File: src/rtl/afifo_pkg.sv
// Shared constants, buffer op encoding and the assertion helper for the
// read side of the async FIFO.
`ifndef AFIFO_ASSERT
`define AFIFO_ASSERT(name, clk, rst_n, prop, msg) \
    name: assert property (@(posedge clk) disable iff (!(rst_n)) (prop)) \
        else $error("%m: %s", msg);
`endif

package afifo_pkg;

    localparam int unsigned DEFAULT_DATA_WIDTH = 8;
    localparam int unsigned OCC_W              = 2;
    localparam int unsigned BUF_DEPTH          = 2;

    // {push, pop} as seen by the output buffer in one cycle.
    typedef enum logic [1:0] {
        OpIdle = 2'b00,
        OpPop  = 2'b01,
        OpPush = 2'b10,
        OpBoth = 2'b11
    } buf_op_e;

    function automatic buf_op_e buf_op(input logic push, input logic pop);
        return buf_op_e'({push, pop});
    endfunction

endpackage

File: src/rtl/rd_skid_buf.sv
// Two-entry FIFO-ordered output buffer. The head is always a register, so the
// stream data never sees the FIFO read port combinationally.
module rd_skid_buf
    import afifo_pkg::*;
#(
    parameter int unsigned DataWidth = DEFAULT_DATA_WIDTH
) (
    input  logic                 clk_i,
    input  logic                 rst_ni,
    input  logic                 clear_i,
    input  logic                 push_i,
    input  logic [DataWidth-1:0] push_data_i,
    input  logic                 pop_i,
    output logic [OCC_W-1:0]     occ_o,
    output logic [DataWidth-1:0] head_o
);

    logic [OCC_W-1:0]     occ_q, occ_d;
    logic [DataWidth-1:0] head_q, head_d;
    logic [DataWidth-1:0] tail_q, tail_d;
    buf_op_e              op;

    assign op = buf_op(push_i, pop_i);

    always_comb begin
        occ_d  = occ_q;
        head_d = head_q;
        tail_d = tail_q;
        if (clear_i) begin
            occ_d = '0;
        end else begin
            unique case (op)
                OpPush: begin
                    if (occ_q == 2'd0) begin
                        head_d = push_data_i;
                        occ_d  = 2'd1;
                    end else begin
                        tail_d = push_data_i;
                        occ_d  = 2'd2;
                    end
                end
                OpPop: begin
                    if (occ_q == 2'd2) begin
                        head_d = tail_q;
                    end
                    occ_d = occ_q - 2'd1;
                end
                // Occupancy is unchanged; the captured word lands behind
                // whatever remains after the head leaves.
                OpBoth: begin
                    if (occ_q == 2'd2) begin
                        head_d = tail_q;
                        tail_d = push_data_i;
                    end else begin
                        head_d = push_data_i;
                    end
                end
                default: ;
            endcase
        end
    end

    always_ff @(posedge clk_i or negedge rst_ni) begin
        if (!rst_ni) begin
            occ_q  <= '0;
            head_q <= '0;
            tail_q <= '0;
        end else begin
            occ_q  <= occ_d;
            head_q <= head_d;
            tail_q <= tail_d;
        end
    end

    assign occ_o  = occ_q;
    assign head_o = head_q;

    `AFIFO_ASSERT(a_no_overflow, clk_i, rst_ni,
                  !(push_i && !pop_i && !clear_i && occ_q == 2'd2),
                  "capture into a full buffer without a pop")
    `AFIFO_ASSERT(a_no_underflow, clk_i, rst_ni,
                  !(pop_i && !clear_i && occ_q == 2'd0),
                  "pop from an empty buffer")

endmodule

File: src/rtl/afifo_read_ctrl.sv
// Read-side drain controller: pops the async FIFO whenever the output buffer
// has room and streams the words out on valid/ready at one word per cycle.
module afifo_read_ctrl
    import afifo_pkg::*;
#(
    parameter int unsigned DATA_WIDTH = DEFAULT_DATA_WIDTH,
    parameter int unsigned CNT_WIDTH  = 16
) (
    input  logic                  read_clock,
    input  logic                  read_reset,
    input  logic                  fifo_empty,
    input  logic [DATA_WIDTH-1:0] fifo_read_data,
    output logic                  fifo_read_en,
    input  logic                  flush,
    output logic [DATA_WIDTH-1:0] out_data,
    output logic                  out_valid,
    input  logic                  out_ready,
    output logic [CNT_WIDTH-1:0]  word_count,
    output logic                  busy
);

    localparam logic [OCC_W:0] PendLimit = (OCC_W + 1)'(BUF_DEPTH);

    logic                 inflight_q, inflight_d;
    logic [CNT_WIDTH-1:0] count_q, count_d;
    logic [OCC_W-1:0]     occ;
    logic [OCC_W:0]       pending;
    logic                 xfer;
    logic                 capture;

    assign xfer = out_valid & out_ready;

    // Words already owed to the buffer, less the one leaving this cycle; one
    // bit wider than occ so occ + inflight cannot wrap.
    assign pending = {1'b0, occ} + {{OCC_W{1'b0}}, inflight_q} - {{OCC_W{1'b0}}, xfer};

    assign fifo_read_en = read_reset & ~fifo_empty & ~flush & (pending < PendLimit);

    // A word landing in the flush cycle is dropped along with the buffer.
    assign capture = inflight_q & ~flush;

    always_comb begin
        inflight_d = fifo_read_en;
        count_d    = count_q + CNT_WIDTH'(xfer);
    end

    always_ff @(posedge read_clock or negedge read_reset) begin
        if (!read_reset) begin
            inflight_q <= 1'b0;
            count_q    <= '0;
        end else begin
            inflight_q <= inflight_d;
            count_q    <= count_d;
        end
    end

    rd_skid_buf #(
        .DataWidth (DATA_WIDTH)
    ) u_skid_buf (
        .clk_i       (read_clock),
        .rst_ni      (read_reset),
        .clear_i     (flush),
        .push_i      (capture),
        .push_data_i (fifo_read_data),
        .pop_i       (xfer),
        .occ_o       (occ),
        .head_o      (out_data)
    );

    assign out_valid  = (occ != '0);
    assign busy       = out_valid | inflight_q;
    assign word_count = count_q;

    `AFIFO_ASSERT(a_pending_bound, read_clock, read_reset,
                  ({1'b0, occ} + {{OCC_W{1'b0}}, inflight_q}) <= PendLimit,
                  "more words owed than the buffer can hold")

endmodule
File: config.mk
export PLATFORM = sky130hd
export DESIGN_NAME = afifo_read_ctrl
export DESIGN_NICKNAME = d
export VERILOG_FILES = /design/src/rtl/afifo_pkg.sv /design/src/rtl/rd_skid_buf.sv /design/src/rtl/afifo_read_ctrl.sv
export SDC_FILE = /design/constraint.sdc
export NUM_CORES = 1
export LEC_CHECK = 0
export BUFFER_PORTS_ARGS = -buffer_cell sky130_fd_sc_hd__buf_2
export CORE_MARGIN = 4
export CORE_UTILIZATION = 42
export DETAILED_ROUTE_END_ITERATION = 7
export PLACE_DENSITY = 0.65
export SYNTH_ARGS = -nofsm -noshare
export SYNTH_HDL_FRONTEND = slang
export SYNTH_SLANG_ARGS = --single-unit
File: constraint.sdc
create_clock -name read_clock -period 6.3 [get_ports read_clock]
set_clock_uncertainty 0.05 [all_clocks]
set_input_delay 0.63 -clock read_clock [delete_from_list [all_inputs] [get_ports read_clock]]
set_output_delay 0.63 -clock read_clock [all_outputs]
set_load 0.05 [all_outputs]
==> out/results.txt, run 1 <==
Post-CTS Resized: 0
Root buf cell: clkbuf_8
Vias: 1203
Largest net degree at the start of global routing: 37
Gr busiest metal: met2
Antenna violations before repair: 0
Outcome: finished clean
Synth async-reset ratio: 100.0%
Net Sw Power: 0.3992 mW
First-pass GRT wire length: 5244 um
LEAKAGE: 1.066 nW
Net Count, Synth: 163
Ant diodes: 0
FP Rows: 22
Sw Ratio: 43.42%
CP arrival: 2.96 ns
# DRC: 0
Worst-path cell chain: inv_1 -> ha_1 -> and2b_1 -> and2_1 -> o21ai_0 -> fa_1 -> nand2_1 -> nor4_1 -> buf_2
Drt first-iter violations: 13
Vias in the first global route: 1138
Clock Sinks: 35
Comb power frac: 42.4%
Final hold violation count: 0
DR WL/cell: 13.51 um
Total grt overflow: 0
EDFF count, synth: 0
Post-synthesis sequential area ratio: 52.40%
Full die area: 5053 um2
Syn avg cell area: 11.53 um2
FILL cells: 363
RSZ-0062 raised after global routing: no
Fin crit share: 57.81%
DRT Pass-1 Iters: 4
Slew HR: 49.65%
Met3 Resource Use GR: 4.545%
Antenna Violating Nets Remaining: 0
Met1 Resource Use GR: 16.67%
Kind of critical path: reg2out
CTS tree: done
VDD IR-drop max: 0.0002484 V
CTS Buf Count: 5
Clk Latency, worst-skew pair: 0.29 ns
Cell internal pwr: 0.5202 mW
Hold Path Class: in2async
Via-to-Cell Ratio: 5.119
Nets: 204
Main synth FF type: dfrtp_1
Count of different cell masters after synthesis: 32
Slew at the pin closest to its max-slew limit: 0.7553 ns
WL final: 3174 um
Worst R2R Start: u_skid_buf.occ_o[1]
Synth Instances: 145
Setup Fix Bufs, Post-CTS: 0
Slowest stage delay, CP: 0.50 ns
Setup TNS: 0 ns
Crit-path slowest cell: fa_1
Startpoint types: register
Final Setup Violations: 0
Fin crit period: 3.642 ns
Die height: 71.09 um
Max FO, Critical Path: 11
Post-Syn Area: 1672 um2
Die width: 71.09 um
Max Root-Sink Buffers: 2
Clock group share of total power: 21.8%
F_max: 274.6 MHz
Sequential share of power: 35.8%
Pwr Density: 457.2 nW/um2
Worst Path Required: 5.62 ns
P&R area growth vs syn: 20.28%
Port Buf Inserts: 39
GR Util met2: 20.60%
Final Max Tran Viols: 0
CTS Hold Bufs: 0
Core area: 3744 um2
#FFs+latches synth: 35
YS warnings: 0
Initial Util: 44.65%
Final setup margin: 2.658 ns
Pre-CTS WS: 2.936 ns
CTS clk-pin slew, worst paths: 0.08 ns
Worst Path Buf+Inv: 2
H-tree depth: 2
GPL Wtd Cong: 0.8816
Boundary Pins: 40
Final HPWL DP: 2318 um
Crit. Startpoint: u_skid_buf.occ_o[1]
Endpoint class of the critical path: primary output
Kind of cell adding the most delay to the critical path: simple AND/OR/NAND/NOR gates
Max-cap viol count: 0
Fraction of layout cells with a size suffix above 1: 30.48%
Total Routing Usage GR: 13.46%
final timing paths:
path,endpoint,slack [ns],cells after the start
setup / recovery,fifo_read_en,2.66,9
hold / removal,word_count[11],0.35,1
setup reg to reg,inflight_q,3.78,8
hold reg to reg,word_count[15],0.43,1
max in group asynchronous,word_count[0],5.36,1
min in group read_clock,word_count[15],0.43,1
synth_stat cells, drive strengths merged, types with 2 or more instances:
cell type | number | area (um2)
dfrtp | 35 | 875.8
o21ai | 13 | 65.06
nand3 | 10 | 50.05
and3 | 9 | 56.30
nand2 | 9 | 33.78
xnor2 | 9 | 78.83
mux2 | 8 | 120.1
inv | 6 | 22.52
mux2i | 6 | 60.06
xor2 | 6 | 52.55
ha | 4 | 50.05
a21oi | 3 | 15.01
buf | 3 | 21.27
nor2 | 3 | 11.26
a221oi | 2 | 17.52
clkbuf | 2 | 7.510
nor2b | 2 | 12.51
nor3 | 2 | 10.01
nor3b | 2 | 15.01
flip-flops by register name, indices dropped and copies added (netlist names):
signal and cells:
word_count 16, u_skid_buf.head_o 8, u_skid_buf.tail_q 8, u_skid_buf.occ_o 2
inflight_q 1
layout by cell type, fill, tap and decap left out, drive strengths merged, types with 3 or more instances in the layout:
| cell type | Yosys | layout |
|---|---|---|
| and3 | 9 | 9 |
| dfrtp | 35 | 35 |
| ha | 4 | 4 |
| inv | 6 | 6 |
| clkbuf | 2 | 5 |
| buf | 3 | 39 |
| nand3 | 10 | 10 |
| nand2 | 9 | 9 |
| o21ai | 13 | 13 |
| nor2 | 3 | 3 |
| mux2i | 6 | 6 |
| a21oi | 3 | 3 |
| mux2 | 8 | 8 |
| xor2 | 6 | 6 |
| xnor2 | 9 | 9 |
final cells by class:
| cell class | count | area (um2) | share of cell area [%] |
|---|---|---|---|
| Sequential cell | 35 | 875.8 | 43.56 |
| Tap cell | 48 | 60.06 | 2.987 |
| Clock buffer | 5 | 68.82 | 3.423 |
| Multi-Input combinational cell | 99 | 744.5 | 37.03 |
| Inverter | 6 | 22.52 | 1.120 |
| Clock inverter | 3 | 43.79 | 2.178 |
| Timing Repair Buffer | 39 | 195.2 | 9.708 |
per-layer routing:
metal	share of wire (%)	routed length [um]
met4	2.2	70
met2	47	1486
met3	5.7	182
met5	0	0
met1	45	1434
power groups by stage:
stage / clock network, mW / logic (mW) / registers [mW]
after floorplan: 0 / 0.175 / 0.463
after CTS: 0.206 / 0.394 / 0.330
after detailed placement: 0 / 0.393 / 0.334
final: 0.200 / 0.390 / 0.329
after global routing: 0.217 / 0.418 / 0.338
after global placement: 0 / 0.385 / 0.331
logic make-up (layout without fill, tap and decap cells):
family	count (synthesis)	count (layout)	share of synthesized area, %
AND/OR/NAND/NOR	43	43	13.92
flip-flops	35	35	52.40
AO/OA/AOI/OAI	22	22	7.785
XOR/XNOR	15	15	7.860
multiplexers	14	14	10.78
buffers and inverters	11	53	3.069
adder cells (fa/ha/maj)	5	5	4.192
stage by stage:
stage	power, mW	hold WS (ns)	util (%)	instances	cell area, um2
after CTS	0.9302	0.3898	53.71	235	2011
after floorplan	0.6381	0.2844	-	145	1672
final	0.9194	0.3539	53.71	235	2011
after global placement	0.7161	0.4062	50.70	227	1898
after global routing	0.9738	0.4389	53.71	235	2011
after detailed placement	0.7266	0.4203	50.70	227	1898
No activity file was read; power rests on OpenSTA's default activity.
==> inputs of run 2 (changes only) <==
--- a/config.mk
+++ b/config.mk
@@ -9,7 +9,7 @@
 export CORE_MARGIN = 4
 export CORE_UTILIZATION = 42
 export DETAILED_ROUTE_END_ITERATION = 7
-export PLACE_DENSITY = 0.65
+export PLACE_DENSITY = 0.68
 export SYNTH_ARGS = -nofsm -noshare
 export SYNTH_HDL_FRONTEND = slang
 export SYNTH_SLANG_ARGS = --single-unit
==> constraint.sdc (replaced) <==
create_clock -name read_clock -period 3 [get_ports read_clock]
set_clock_uncertainty 0.05 [all_clocks]
set_input_delay 0.3 -clock read_clock [delete_from_list [all_inputs] [get_ports read_clock]]
set_output_delay 0.3 -clock read_clock [all_outputs]
set_load 0.05 [all_outputs]
==> run 2 against run 1 <==
  * Critical path depth is the same
  * Critical endpoint unchanged
  * First-iteration DRC count increased to 3.9 times the previous value
  * Power increased by 120%
  * Design area up 3.4%
  * Sequential share of layout area down 1.4 points
  * Die area is the same
  * Largest power group unchanged
  * Global-route usage increased by 1.2 points
  * Via count is 3.3% higher
  * Clock power rose by 120%
  * Count of clock-buffer cells in the layout up 1
==> out/results.txt, run 2 (synthesis gave the netlist of run 1 again) <==
Commonest non-fill, non-tap cell in the layout: buf_2
Drt first-iter violations: 51
Kind of critical path: reg2out
CTS clk-pin slew, worst paths: 0.07 ns
CP arrival: 2.53 ns
FILL cells: 343
P&R area growth vs syn: 24.33%
CTS tree: done
LEAKAGE: 1.098 nW
Sequential share of power: 34.4%
Die width: 71.09 um
Largest net degree at the start of global routing: 36
Endpoint class of the critical path: primary output
Cell internal pwr: 1.148 mW
Slew HR: 68.57%
Nets: 209
Pwr Density: 965.1 nW/um2
Via-to-Cell Ratio: 5.179
Core area: 3744 um2
Slew at the pin closest to its max-slew limit: 0.4596 ns
Clk Latency, worst-skew pair: 0.28 ns
VDD IR-drop max: 0.0006380 V
CTS Buf Count: 5
WL final: 3412 um
Max reg flops: 16
Fin cells: 240
Max Root-Sink Buffers: 2
Final Max Tran Viols: 0
Final setup margin: 0.1193 ns
Die height: 71.09 um
Initial Util: 44.65%
Pre-CTS WS: 0.2918 ns
Clock Sinks: 35
Max-cap viol count: 0
Sw Ratio: 42.74%
FP Rows: 22
Most frequent cells in the layout: 38 x buf_2, 35 x dfrtp_1, 13 x o21ai_0, 10 x nand3_1
DR WL/cell: 14.22 um
Ant diodes: 0
Antenna Violating Nets Remaining: 0
Total grt overflow: 0
Vias: 1243
Root buf cell: clkbuf_8
Fraction of layout cells with a size suffix above 1: 34.38%
Comb power frac: 44.0%
Vias in the first global route: 1300
DRT Pass-1 Iters: 4
Tot Pwr: 2.006 mW
Worst Path Required: 2.65 ns
Fin crit share: 96.02%
Clock group share of total power: 21.6%
H-tree depth: 2
Final HPWL DP: 2541 um
Setup TNS: 0 ns
Startpoint types: register
Net Sw Power: 0.8573 mW
First-pass GRT wire length: 5989 um
Full die area: 5053 um2
Port Buf Inserts: 39
Max FO, Critical Path: 6
Final Setup Violations: 0
Total Routing Usage GR: 14.70%
F_max: 347.1 MHz
Cells after DPL: 230
Fin crit period: 2.881 ns
# DRC: 0
CTS Hold Bufs: 0
Outcome: finished clean
GPL Wtd Cong: 0.8946
Boundary Pins: 40
Final hold violation count: 0
Antenna violations before repair: 0
Hold Path Class: in2async
==> run 2: changes by cell type in the layout (fill, tap and decap cells not counted), sizes merged <==
cell / change
clkinv: -1
buf: +5
clkbuf: +1
==> run 2: through the flow <==
step	instance area, um2	hold slack, ns	utilization [%]
floorplan	1687	-0.04559	-
CTS	2056	0.03264	54.91
global placement	1936	0.3318	51.70
finish	2078	0.008330	55.51
detailed placement	1936	0.3390	51.70
global route	2078	0.06116	55.51
==> run 2: cell type report <==
class | count | area [um2] | share of cell area, %
multi-input combinational | 99 | 763.2 | 36.72
clock buffer | 6 | 82.58 | 3.974
sequential | 35 | 875.8 | 42.14
tap | 48 | 60.06 | 2.890
clock inverter | 2 | 35.03 | 1.686
inverter | 6 | 22.52 | 1.084
timing repair buffer | 44 | 239.0 | 11.50
==> run 2: final timing paths <==
| check | cells after the start | from | endpoint | slack, ns |
|---|---|---|---|---|
| setup / recovery | 9 | u_skid_buf.occ_o[0] | fifo_read_en | 0.12 |
| hold / removal | 2 | read_reset | word_count[8] | 0.008 |
| setup reg to reg | 9 | u_skid_buf.occ_o[0] | inflight_q | 0.69 |
| hold reg to reg | 2 | u_skid_buf.head_o[5] | u_skid_buf.head_o[5] | 0.42 |
| max in group asynchronous | 2 | read_reset | u_skid_buf.tail_q[2] | 2.57 |
| min in group read_clock | 2 | fifo_read_data[0] | u_skid_buf.tail_q[0] | 0.22 |
==> run 2: timing repair <==
action / in CTS / in global routing
setup endpoints to repair: 1 / 1
pin swaps: 0 / 1
gates resized for setup: 1 / 4
setup buffers: 0 / 2
==> run 2: power groups by stage <==
stage	Sequential [mW]	Clock (mW)	Combinational, mW
global route	0.713	0.462	0.948
finish	0.690	0.433	0.883
floorplan	0.972	0	0.378
global placement	0.688	0	0.843
CTS	0.692	0.439	0.868
detailed placement	0.701	0	0.863
==> run 2: metal layers <==
layer	share of wire [%]	vias up	GRT usage, %
met1	43	612	18.61
met3	5.1	6	4.119
li1	-	596	-
met4	1.5	0	4.384
met2	50	29	24.51
met5	0	-	0
==> run 2: critical path, cell delays in order, from the launching register on <==
cell and delay (ns):
dfrtp_1 0.36, inv_2 0.07, ha_1 0.21, and2b_2 0.26
and2_4 0.16, o21ai_0 0.10, fa_1 0.50, nand2_1 0.08
nor4_4 0.29, buf_6 0.20
==> inputs of run 3 (changes only) <==
--- a/config.mk
+++ b/config.mk
@@ -5,11 +5,12 @@
 export SDC_FILE = /design/constraint.sdc
 export NUM_CORES = 1
 export LEC_CHECK = 0
+export ABC_AREA = 1
 export BUFFER_PORTS_ARGS = -buffer_cell sky130_fd_sc_hd__buf_2
 export CORE_MARGIN = 4
 export CORE_UTILIZATION = 42
 export DETAILED_ROUTE_END_ITERATION = 7
-export PLACE_DENSITY = 0.68
+export PLACE_DENSITY = 0.66
 export SYNTH_ARGS = -nofsm -noshare
 export SYNTH_HDL_FRONTEND = slang
 export SYNTH_SLANG_ARGS = --single-unit
==> run 3 against run 2 <==
  * Area after synthesis increased by 16%
  * Critical endpoint unchanged
  * Count of clock-buffer cells in the layout unchanged
  * Sequential share of layout area decreased by 4.5 points
  * Largest power group unchanged
==> out/results.txt, run 3 <==
Synth top cells by count: 101 x nand2_1, 35 x dfrtp_1, 24 x nand3_1
Core area: 4414 um2
CTS Buf Count: 5
Area after DPL: 2188 um2
Antenna Violating Nets Remaining: 0
YS warnings: 0
Final Max Tran Viols: 0
#FFs+latches synth: 35
Outcome: finished clean
H-tree depth: 2
CTS tree: done
Commonest non-fill, non-tap cell in the layout: nand2_1
DR WL/cell: 12.14 um
F_max: 347.5 MHz
Antenna violations before repair: 0
Hold slack: 0.004811 ns
Top cells by area, synth: dfrtp_1 45%, nand2_1 20%, nand3_1 6.2%, xnor2_1 3.2%, inv_1 2.7%
Net Sw Power: 0.7617 mW
VDD IR-drop max: 0.0006919 V
Pwr Density: 764.0 nW/um2
Synth area leader: dfrtp_1
Max-cap viol count: 0
Total Routing Usage GR: 15.75%
Initial Util: 43.85%
Synth async-reset ratio: 100.0%
CP arrival: 2.53 ns
WL final: 4141 um
Main synth FF type: dfrtp_1
Largest net degree at the start of global routing: 36
Die width: 75.89 um
Count of different cell masters after synthesis: 27
Final hold violation count: 0
Final Setup Violations: 0
Max FO, Critical Path: 13
EDFF count, synth: 0
Synth Instances: 245
Clock Sinks: 35
Total grt overflow: 0
CTS clk-pin slew, worst paths: 0.07 ns
Synth top area share: 45.25%
Pre-CTS WS: 0.2684 ns
Cells after DPL: 333
Comb power frac: 38.5%
Setup TNS: 0 ns
Cell internal pwr: 1.018 mW
Ant diodes: 0
Port Buf Inserts: 39
Syn avg cell area: 7.900 um2
P&R area growth vs syn: 20.36%
Fin crit period: 2.878 ns
Die height: 75.89 um
GPL Wtd Cong: 0.8306
Net Count, Synth: 263
Max Root-Sink Buffers: 2
Sequential share of power: 36.9%
LEAKAGE: 1.220 nW
Slew at the pin closest to its max-slew limit: 0.4616 ns
Post-Syn Area: 1936 um2
Nets: 306
Final HPWL DP: 3055 um
Slew HR: 69.08%
Drt first-iter violations: 69
Via-to-Cell Ratio: 4.868
Sw Ratio: 42.80%
Boundary Pins: 40
Full die area: 5759 um2
Clock group share of total power: 24.6%
DRT Pass-1 Iters: 6
Fraction of layout cells with a size suffix above 1: 23.53%
Max reg flops: 16
Worst Path Required: 2.65 ns
Startpoint types: register
Clk Latency, worst-skew pair: 0.29 ns
Endpoint class of the critical path: primary output
CTS Hold Bufs: 0
FP Rows: 24
Vias in the first global route: 1474
Vias: 1660
Kind of critical path: reg2out
Fin cells: 341
Fin crit share: 95.94%
Final setup margin: 0.1219 ns
Final instance area: 2330 um2
Post-synthesis sequential area ratio: 45.25%
# DRC: 0
Most frequent cell after synthesis: nand2_1
Hold Path Class: in2async
Most frequent cells in the layout: 101 x nand2_1, 38 x buf_2, 35 x dfrtp_1, 24 x nand3_1, 13 x inv_1
First-pass GRT wire length: 6789 um
Root buf cell: clkbuf_8
[run 3: path summary, 6_finish.rpt]
check                                startpoint                    to  slack [ns]  depth (start not counted)
min in group read_clock              fifo_empty            inflight_q        0.15                          2
max in group asynchronous            read_reset  u_skid_buf.tail_q[7]        2.58                          2
min reg2reg                u_skid_buf.head_o[4]  u_skid_buf.head_o[4]        0.44                          2
max                         u_skid_buf.occ_o[0]          fifo_read_en        0.12                         10
max reg2reg                 u_skid_buf.occ_o[0]        word_count[10]        0.73                          9
min                                  read_reset         word_count[2]       0.005                          2
[run 3: metal layers]
layer / vias up / wire length (um) / part of all wire, % / global-route usage [%]
li1: 860 / - / - / -
met1: 756 / 2067 / 50 / 22.69
met2: 36 / 1737 / 42 / 21.86
met3: 8 / 258 / 6.2 / 4.354
met4: 0 / 77 / 1.9 / 6.990
met5: - / 0 / 0 / 0
[run 3: cells by family after synthesis]
logic type | after synthesis | synth area share [%]
compound gates | 13 | 4.266
xor+xnor | 12 | 5.430
fa+ha+maj | 5 | 3.620
buf+inv | 25 | 6.076
flops | 35 | 45.25
simple gates | 155 | 35.36
[run 3: timing repair]
action / 4_1_cts / 5_1_grt
pin swaps: 0 / 0
resized for setup: 1 / 5
setup buffers: 0 / 0
endpoints found under the setup margin: 1 / 1
[run 3: per-stage QoR]
| step | power [mW] | util (%) |
|---|---|---|
| after CTS | 1.790 | 52.30 |
| after global routing | 1.886 | 52.78 |
| final | 1.780 | 52.78 |
| after global placement | 1.331 | 49.57 |
| after detailed placement | 1.340 | 49.57 |
| after floorplan | 1.177 | - |
[run 3: power groups by stage]
stage | logic (mW) | clock network (mW) | registers, mW
after floorplan | 0.257 | 0 | 0.920
after global placement | 0.665 | 0 | 0.666
after detailed placement | 0.677 | 0 | 0.663
after CTS | 0.681 | 0.454 | 0.656
after global routing | 0.742 | 0.471 | 0.674
final | 0.685 | 0.438 | 0.657
[run 3: cell type report]
cell class	instances	area [um2]
Inverter	20	77.57
Clock buffer	6	82.58
Clock inverter	2	35.03
Fill cell	418	2085
Timing Repair Buffer	41	216.5
Sequential cell	35	875.8
Tap cell	52	65.06
Multi-Input combinational cell	185	977.2
[run 3: worst max-delay path: stages (launching register included)]
cell and delay [ns]:
dfrtp_1 0.42, inv_2 0.09, ha_4 0.20, inv_4 0.09, nand2_4 0.13, nor2_4 0.13
o21ai_1 0.09, fa_1 0.48, nand2_1 0.08, nor4_4 0.32, buf_6 0.20
